`src/rtl/apb_master.sv`:
```
// apb_master -- APB4 requester.
//
// Turns a valid/ready command stream into APB4 SETUP/ACCESS transfers and
// returns one completion per command on a valid/ready response channel.
// It inserts wait states while PREADY is low and forwards PSLVERR. Reads
// always drive PSTRB=0. A transfer is aborted after TIMEOUT_CYCLES stalled
// ACCESS cycles. A value of 0 disables the timeout.
//
// Handshake rule (both channels): a beat transfers at the rising PCLK edge
// where valid && ready are both high. Once valid is high, the payload holds
// steady until that edge. ready may depend combinationally on the other side.
//
// Ports
//   PCLK, PRESETn        clock, asynchronous active-low reset
//   cmd_valid/cmd_ready  command handshake (cmd_ready is combinational)
//   cmd_write/addr/wdata/strb/prot   command payload
//   rsp_valid/rsp_ready  response handshake (rsp_* registered)
//   rsp_rdata/err/timeout            response payload
//   PSEL..PPROT          APB requester outputs (registered)
//   PRDATA/PREADY/PSLVERR            APB completer inputs
//   dbg_state            current FSM state (IDLE=0, SETUP=1, ACCESS=2)

`ifndef APB_ADDR_WIDTH
`define APB_ADDR_WIDTH 32
`endif
`ifndef APB_DATA_WIDTH
`define APB_DATA_WIDTH 32
`endif
`ifndef APB_STRB_WIDTH
`define APB_STRB_WIDTH (`APB_DATA_WIDTH/8)
`endif
`ifndef APB_PROT_WIDTH
`define APB_PROT_WIDTH 3
`endif

module apb_master #(
  parameter int ADDR_WIDTH     = `APB_ADDR_WIDTH,
  parameter int DATA_WIDTH     = `APB_DATA_WIDTH,
  parameter int STRB_WIDTH     = `APB_STRB_WIDTH,
  parameter int PROT_WIDTH     = `APB_PROT_WIDTH,
  parameter int TIMEOUT_CYCLES = 16
) (
  input  logic                  PCLK,
  input  logic                  PRESETn,
  input  logic                  cmd_valid,
  output logic                  cmd_ready,
  input  logic                  cmd_write,
  input  logic [ADDR_WIDTH-1:0] cmd_addr,
  input  logic [DATA_WIDTH-1:0] cmd_wdata,
  input  logic [STRB_WIDTH-1:0] cmd_strb,
  input  logic [PROT_WIDTH-1:0] cmd_prot,
  output logic                  rsp_valid,
  input  logic                  rsp_ready,
  output logic [DATA_WIDTH-1:0] rsp_rdata,
  output logic                  rsp_err,
  output logic                  rsp_timeout,
  output logic                  PSEL,
  output logic                  PENABLE,
  output logic                  PWRITE,
  output logic [ADDR_WIDTH-1:0] PADDR,
  output logic [DATA_WIDTH-1:0] PWDATA,
  output logic [STRB_WIDTH-1:0] PSTRB,
  output logic [PROT_WIDTH-1:0] PPROT,
  input  logic [DATA_WIDTH-1:0] PRDATA,
  input  logic                  PREADY,
  input  logic                  PSLVERR,
  output logic [1:0]            dbg_state
);

  typedef enum logic [1:0] {
    IDLE   = 2'd0,
    SETUP  = 2'd1,
    ACCESS = 2'd2
  } state_t;

  localparam bit TO_EN = (TIMEOUT_CYCLES > 0);
  localparam int CW    = TO_EN ? $clog2(TIMEOUT_CYCLES + 1) : 1;
  localparam logic [CW-1:0] TO_LIMIT = CW'(TIMEOUT_CYCLES);

  state_t        state_q, state_d;
  logic [CW-1:0] wait_q;
  logic          accept;
  logic          xfer_done;
  logic          xfer_abort;

  // A held, unconsumed response blocks the next command. Consuming it on
  // the same edge frees the slot, so a new command can be taken then.
  assign cmd_ready = (state_q == IDLE) && (!rsp_valid || rsp_ready);
  assign accept    = cmd_valid && cmd_ready;
  assign dbg_state = state_q;

  always_ff @(posedge PCLK or negedge PRESETn) begin
    if (!PRESETn) state_q <= IDLE;
    else          state_q <= state_d;
  end

  always_comb begin
    state_d    = state_q;
    xfer_done  = 1'b0;
    xfer_abort = 1'b0;
    unique case (state_q)
      IDLE:   if (accept) state_d = SETUP;
      SETUP:  state_d = ACCESS;
      ACCESS: begin
        // PREADY wins over the timeout on the final allowed cycle.
        if (PREADY) begin
          xfer_done = 1'b1;
          state_d   = IDLE;
        end else if (TO_EN && (wait_q == TO_LIMIT)) begin
          xfer_abort = 1'b1;
          state_d    = IDLE;
        end
      end
      default: state_d = IDLE;
    endcase
  end

  // Counts stalled ACCESS cycles. It stays at zero outside ACCESS, so it
  // starts from zero each time ACCESS is entered.
  always_ff @(posedge PCLK or negedge PRESETn) begin
    if (!PRESETn)                                wait_q <= '0;
    else if (state_q != ACCESS)                  wait_q <= '0;
    else if (TO_EN && !PREADY && !xfer_abort)    wait_q <= wait_q + 1'b1;
  end

  // The APB control outputs follow the next state, so they are registered.
  // They still show SETUP/ACCESS during the matching cycles. Payload
  // registers load only on accept. They hold through the transfer and
  // afterwards.
  always_ff @(posedge PCLK or negedge PRESETn) begin
    if (!PRESETn) begin
      PSEL    <= 1'b0;
      PENABLE <= 1'b0;
      PWRITE  <= 1'b0;
      PADDR   <= '0;
      PWDATA  <= '0;
      PSTRB   <= '0;
      PPROT   <= '0;
    end else begin
      PSEL    <= (state_d != IDLE);
      PENABLE <= (state_d == ACCESS);
      if (accept) begin
        PADDR  <= cmd_addr;
        PWRITE <= cmd_write;
        PWDATA <= cmd_wdata;
        PPROT  <= cmd_prot;
        PSTRB  <= cmd_write ? cmd_strb : '0;
      end
    end
  end

  // A completion can only occur while the response slot is empty. The
  // command was accepted only after the slot was free. So load and consume
  // never compete.
  always_ff @(posedge PCLK or negedge PRESETn) begin
    if (!PRESETn) begin
      rsp_valid   <= 1'b0;
      rsp_rdata   <= '0;
      rsp_err     <= 1'b0;
      rsp_timeout <= 1'b0;
    end else if (xfer_done) begin
      rsp_valid   <= 1'b1;
      rsp_rdata   <= PWRITE ? '0 : PRDATA;
      rsp_err     <= PSLVERR;
      rsp_timeout <= 1'b0;
    end else if (xfer_abort) begin
      rsp_valid   <= 1'b1;
      rsp_rdata   <= '0;
      rsp_err     <= 1'b1;
      rsp_timeout <= 1'b1;
    end else if (rsp_ready) begin
      rsp_valid   <= 1'b0;
    end
  end

endmodule

```
`config.mk`:
```
export PLATFORM = sky130hd
export DESIGN_NAME = apb_master
export DESIGN_NICKNAME = d
export VERILOG_FILES = /design/src/rtl/apb_master.sv
export SDC_FILE = /design/constraint.sdc
export NUM_CORES = 1
export LEC_CHECK = 0
export BUFFER_PORTS_ARGS = -buffer_cell sky130_fd_sc_hd__buf_4
export CAP_MARGIN = 20
export CELL_PAD_IN_SITES_DETAIL_PLACEMENT = 2
export CELL_PAD_IN_SITES_GLOBAL_PLACEMENT = 2
export CORE_MARGIN = 2
export CORE_UTILIZATION = 29
export DETAILED_ROUTE_END_ITERATION = 8
export GPL_ROUTABILITY_DRIVEN = 1
export HOLD_SLACK_MARGIN = 0.03
export PLACE_DENSITY = 0.77
export SETUP_SLACK_MARGIN = 0.5
export SYNTH_ARGS = -nofsm -noshare
export SYNTH_HDL_FRONTEND = slang
export SYNTH_SLANG_ARGS = --single-unit
```
`constraint.sdc`:
```
create_clock -name PCLK -period 2 [get_ports PCLK]
set_clock_uncertainty 0.1 [all_clocks]
set_input_delay 0.3 -clock PCLK [delete_from_list [all_inputs] [get_ports PCLK]]
set_output_delay 0.3 -clock PCLK [all_outputs]
set_load 0.005 [all_outputs]
```
* Word-level counts from Yosys, hierarchy flattened
Cells that the tools add are included.
** Operators by class
- Eq/ne operators :: 5
- $add $sub $neg :: 1
- Reduce and logical (&&, ||, !) cells :: 12
- Muxes and demuxes :: 21
** Operators with widths (count)
- 32-bit two-way mux :: 3
- 1-bit two-way mux :: 11
- 5-bit two-way mux :: 2
- 2-bit two-way mux :: 3
- 2-bit case mux with 3 select lines :: 1
- 2-bit nonzero test :: 3
- 5-bit by 1-bit adder with 5-bit output (second input constant) :: 1
- 5-bit equality test (second input constant) :: 1
- 2-bit equality test (second input constant) :: 2
- 4-bit two-way mux :: 1
- 1-bit logical AND :: 3
- 1-bit zero test :: 3
- 3-bit nonzero test :: 1
- 2-bit by 1-bit equality test with 1-bit output (second input constant) :: 1
- 2-bit zero test :: 1
- 2-bit != test (second input constant) :: 1
- 1-bit logical OR :: 1
** Storage, ports and cells
- Word-level logic and storage cells :: 52
- Register bits :: 116

* Logic depth before layout (Yosys ltp)
- Depth after elaboration :: 8
- Gate-level depth with buffers :: 7

* Worst setup path after synthesis
Ideal clock, no wire load.
- Kind :: register to register
- Start point :: reg wait_q[0]
- End point :: reg wait_q[2]
- Stages on the path, launching flop included :: 7
- Path slack :: 0.398 ns
- Buffers on the path :: 1
- Arrival time :: 1.425 ns
- Required time :: 1.822 ns
- Period minus slack after synthesis :: 1.602 ns
- Cell sequence :: dfrtp_1 inv_1 ha_1 nor4bb_2 buf_6 or3_2 a21oi_1
** Between the ends
- Word-level cells in the longest chain between the ends :: 7
- Elaborated cells between the ends (all ways) :: 10
** Ends and longest elaborated chain
- from (decl) :: line 81 : logic [CW-1:0] wait_q;
- from (signal assigned) :: line 123 : else if (TO_EN && !PREADY && !xfer_abort) wait_q <= wait_q + 1'b1;
- 5-bit equality test :: line 109 : end else if (TO_EN && (wait_q == TO_LIMIT)) begin
- 1-bit two-way mux :: line 109
- 1-bit two-way mux :: line 106 : if (PREADY) begin
- 1-bit two-way mux :: line 101 : unique case (state_q)
- 1-bit zero test :: line 123
- 1-bit logical AND :: line 123
- 2-bit nonzero test (no source line)
Several ways; a longest one is shown, not always the timed one. The select of a mux whose other input is x is not followed.
A chain may end at the register's enable or synchronous reset.

* Worst setup path after layout
- Start point :: reg wait_q[0]
- End point :: reg rsp_rdata[21]
** Between the ends
- Word-level cells in the longest chain between the ends :: 5
** Ends and longest elaborated chain
- 5-bit equality test :: line 109
- 1-bit two-way mux :: line 109
- 1-bit two-way mux :: line 106
- 1-bit two-way mux :: line 101
- 2-bit nonzero test (no source line)
- to (signal assigned) :: line 163 : rsp_rdata <= PWRITE ? '0 : PRDATA;
- to (decl) :: line 54 : output logic [DATA_WIDTH-1:0] rsp_rdata,
No other way between the ends.

==> results.cfg <==
[grt]
antenna_found_initial = 2
grt_overflow_total = 0
grt_pass1_vias = 4688
grt_max_degree = 48
grt_usage_pct = 24.3
grt_pass1_wl_mm = 29.1

[sta]
post-route-period-util_pct = 91.4
rsz0062_at_grt = yes
fin_tns_setup_ns = 0
worst_pin_slew_ns = 0.569
slew_headroom_pct = 62.1
finalCriticalPeriod_ns = 1.83
timing.fmax_mhz = 547
hold_viol = 0
slew_viol_final = 0
setup_viol = 0

[pwr]
p_leak_nw = 4.35
peakVddDrop_mv = 0.654
power.total_w = 0.0135
p_per_area_nw_per_um2 = 1530

[clock_tree]
cts.path.max_buffers = 2
cts_made_buffers = 17
cts_sinks = 116
cts_root_buffer = clkbuf_16
clk_latency_ns = 0.41
cts.clk_slew.worst_paths_ns = 0.06
cts_tree = yes
htree_levels = 4

[synth]
synth_cell_types = 28
synth.top_cell.area_share_pct = 65.2
synth_commonest_cells = 116 x dfrtp_1, 65 x mux2_2, 28 x a22o_1, 11 x buf_6
synth_area_um2 = 4450
syn_nets = 396
ys.flop_type = dfrtp_1
postSynthAreaPerCell_um2 = 15.7
yosysMostFrequentCell = dfrtp_1
synth_top_area_cell = dfrtp_1
synth.area.top_cells = dfrtp_1 65%, mux2_2 16%, a22o_1 5.5%
ys_seq_area_share_pct = 65.2
synthArstFlopShare_pct = 100
synthesis.instances = 284
ys_warn_count = 0
synth_seq_cells = 116
synth_edf_count = 0

[routing]
routed_wl_mm = 22.6
ant_nets = 0
viasPerCell = 4.79
post_drt_wl_per_cell_um = 26.7
drc = 0
drtPass1Iterations = 4
via_count = 4067
drt-initial-drc-count = 132

[worst_setup_path]
worstPathArrival_ns = 2.02
slowest_delay_ns = 0.39
worst-path-buf-inv = 3
path_cells = inv_2 > ha_4 > nor4bb_4 > buf_4 > o21ai_4 > clkbuf_16 > a22o_1
cpMaxStageDelayCell = dfrtp_1
crit_required_ns = 2.19
start_kind = flip-flop
worstPathMaxFanout = 8
critPathCaptureType = flip-flop
critical-path-top-delay-family = buffers and inverters
path_class = reg2reg

[floorplan]
die_area_um2 = 16400
chipHeight_um = 128
start_util_pct = 29.5
die_w_um = 128
core-area_um2 = 15100
rows = 45
pin_count = 222

[placement]
portBuffers = 221
dp_hpwl_mm = 10.2
dpl_cell_area_um2 = 6350
finalWeightedCongestion = 0.713

[cells_and_area]
nets = 761
final_area_um2 = 8840
area_growth_pct = 98.6
regArea_um2 = 2910
drive_above_1_share_pct = 58.5
nFillCells = 1319
multi_input_area_um2 = 1750

[run]
drv_cap = 0

[run_status]
run_status = completed

[min_path]
hold_class = in2reg
[routing by layer]
metal	wire length, um	GRT usage, %	up-vias
li1	-	-	1744
met1	7670	25.1	2110
met2	13300	46.7	172
met3	1100	5.97	39
met4	514	9.76	2
met5	11	0	-
[kinds of logic after synthesis]
logic type	count (synthesis)	synth area share [%]
DFF	116	65.2
muxes	72	18.1
AOI/OAI and AO/OA	43	8.12
and+or+nand+nor	26	3.57
buffers and inverters	23	4.02
xor gates and xnor gates	2	0.394
adders and majority gates	2	0.562
[cells in the final DEF, fill, tap and decap left out, types with 5 or more instances in the layout]
cell	Yosys	routed
nand2_1	7	6
a22o_1	28	28
buf_12	0	10
inv_1	7	5
buf_4	1	228
mux2_4	0	67
buf_6	11	12
dfrtp_1	116	114
clkbuf_16	0	23
dlygate4sd3_1	0	99
[power by group]
| group | total (W) | switching (W) | leakage, nW | internal (W) |
|---|---|---|---|---|
| Combinational | 0.00606 | 0.00225 | 2.65 | 0.00381 |
| Sequential | 0.00431 | 0.000866 | 1.42 | 0.00344 |
| Clock | 0.00314 | 0.00114 | 0.284 | 0.00200 |
| Total | 0.0135 | 0.00426 | 4.35 | 0.00925 |
[timing repair]
| item | CTS | global route |
|---|---|---|
| gates resized for setup | 51 | 65 |
| setup buffers | 16 | 5 |
| pin swaps | 6 | 14 |
| cloned | 3 | 7 |
| endpoints found under the setup margin | 113 | 115 |
| hold buffers | 97 | 2 |
| hold endpoints to repair | 133 | 2 |
[registers in the layout, indices dropped and copies added, names as in the netlist, 2 cells and up]
register   cells
dbg_state      2
rsp_rdata     32
PPROT          3
PSTRB          4
wait_q         5
PADDR         32
PWDATA        32
[final cells by class]
cell class | instances | share of cell area [%]
timing repair buffer | 361 | 37.5
sequential | 116 | 32.9
multi-input combinational | 145 | 19.8
clock buffer | 20 | 5.17
tap | 188 | 2.66
clock inverter | 10 | 1.50
inverter | 8 | 0.481
antenna | 1 | 0.0283
[per-stage QoR]
stage | worst slack, ns | hold slack, ns | instances | util (%)
floorplan | 0.458 | -0.0956 | 284 | -
finish | 0.171 | 0.0488 | 849 | 58.6
CTS | 0.336 | 0.0345 | 834 | 55.3
global route | 0.109 | 0.0570 | 849 | 58.6
global placement | 0.288 | 0.214 | 688 | 42.1
detailed placement | 0.203 | 0.222 | 688 | 42.1
[path summary, 6_finish.rpt]
| kind | startpoint | to | slack (ns) | depth (start not counted) |
|---|---|---|---|---|
| worst max-delay path | wait_q[0] | rsp_rdata[21] | 0.17 | 7 |
| worst min-delay path | PSLVERR | rsp_err | 0.05 | 3 |
| max in group asynchronous | PRESETn | PWDATA[14] | 0.78 | 3 |
| worst max register to register | wait_q[0] | rsp_rdata[21] | 0.17 | 7 |
| worst min register to register | rsp_rdata[10] | rsp_rdata[10] | 0.40 | 1 |
| min in group asynchronous | PRESETn | rsp_rdata[16] | 0.33 | 2 |
[worst register-to-register path, cell delays in order (launching register included)]
cell       delay [ns]
dfrtp_1          0.39
inv_2            0.08
ha_4             0.12
nor4bb_4         0.25
buf_4            0.21
o21ai_4          0.13
clkbuf_16        0.20
a22o_1           0.22
(Power assumes the default switching activity.)
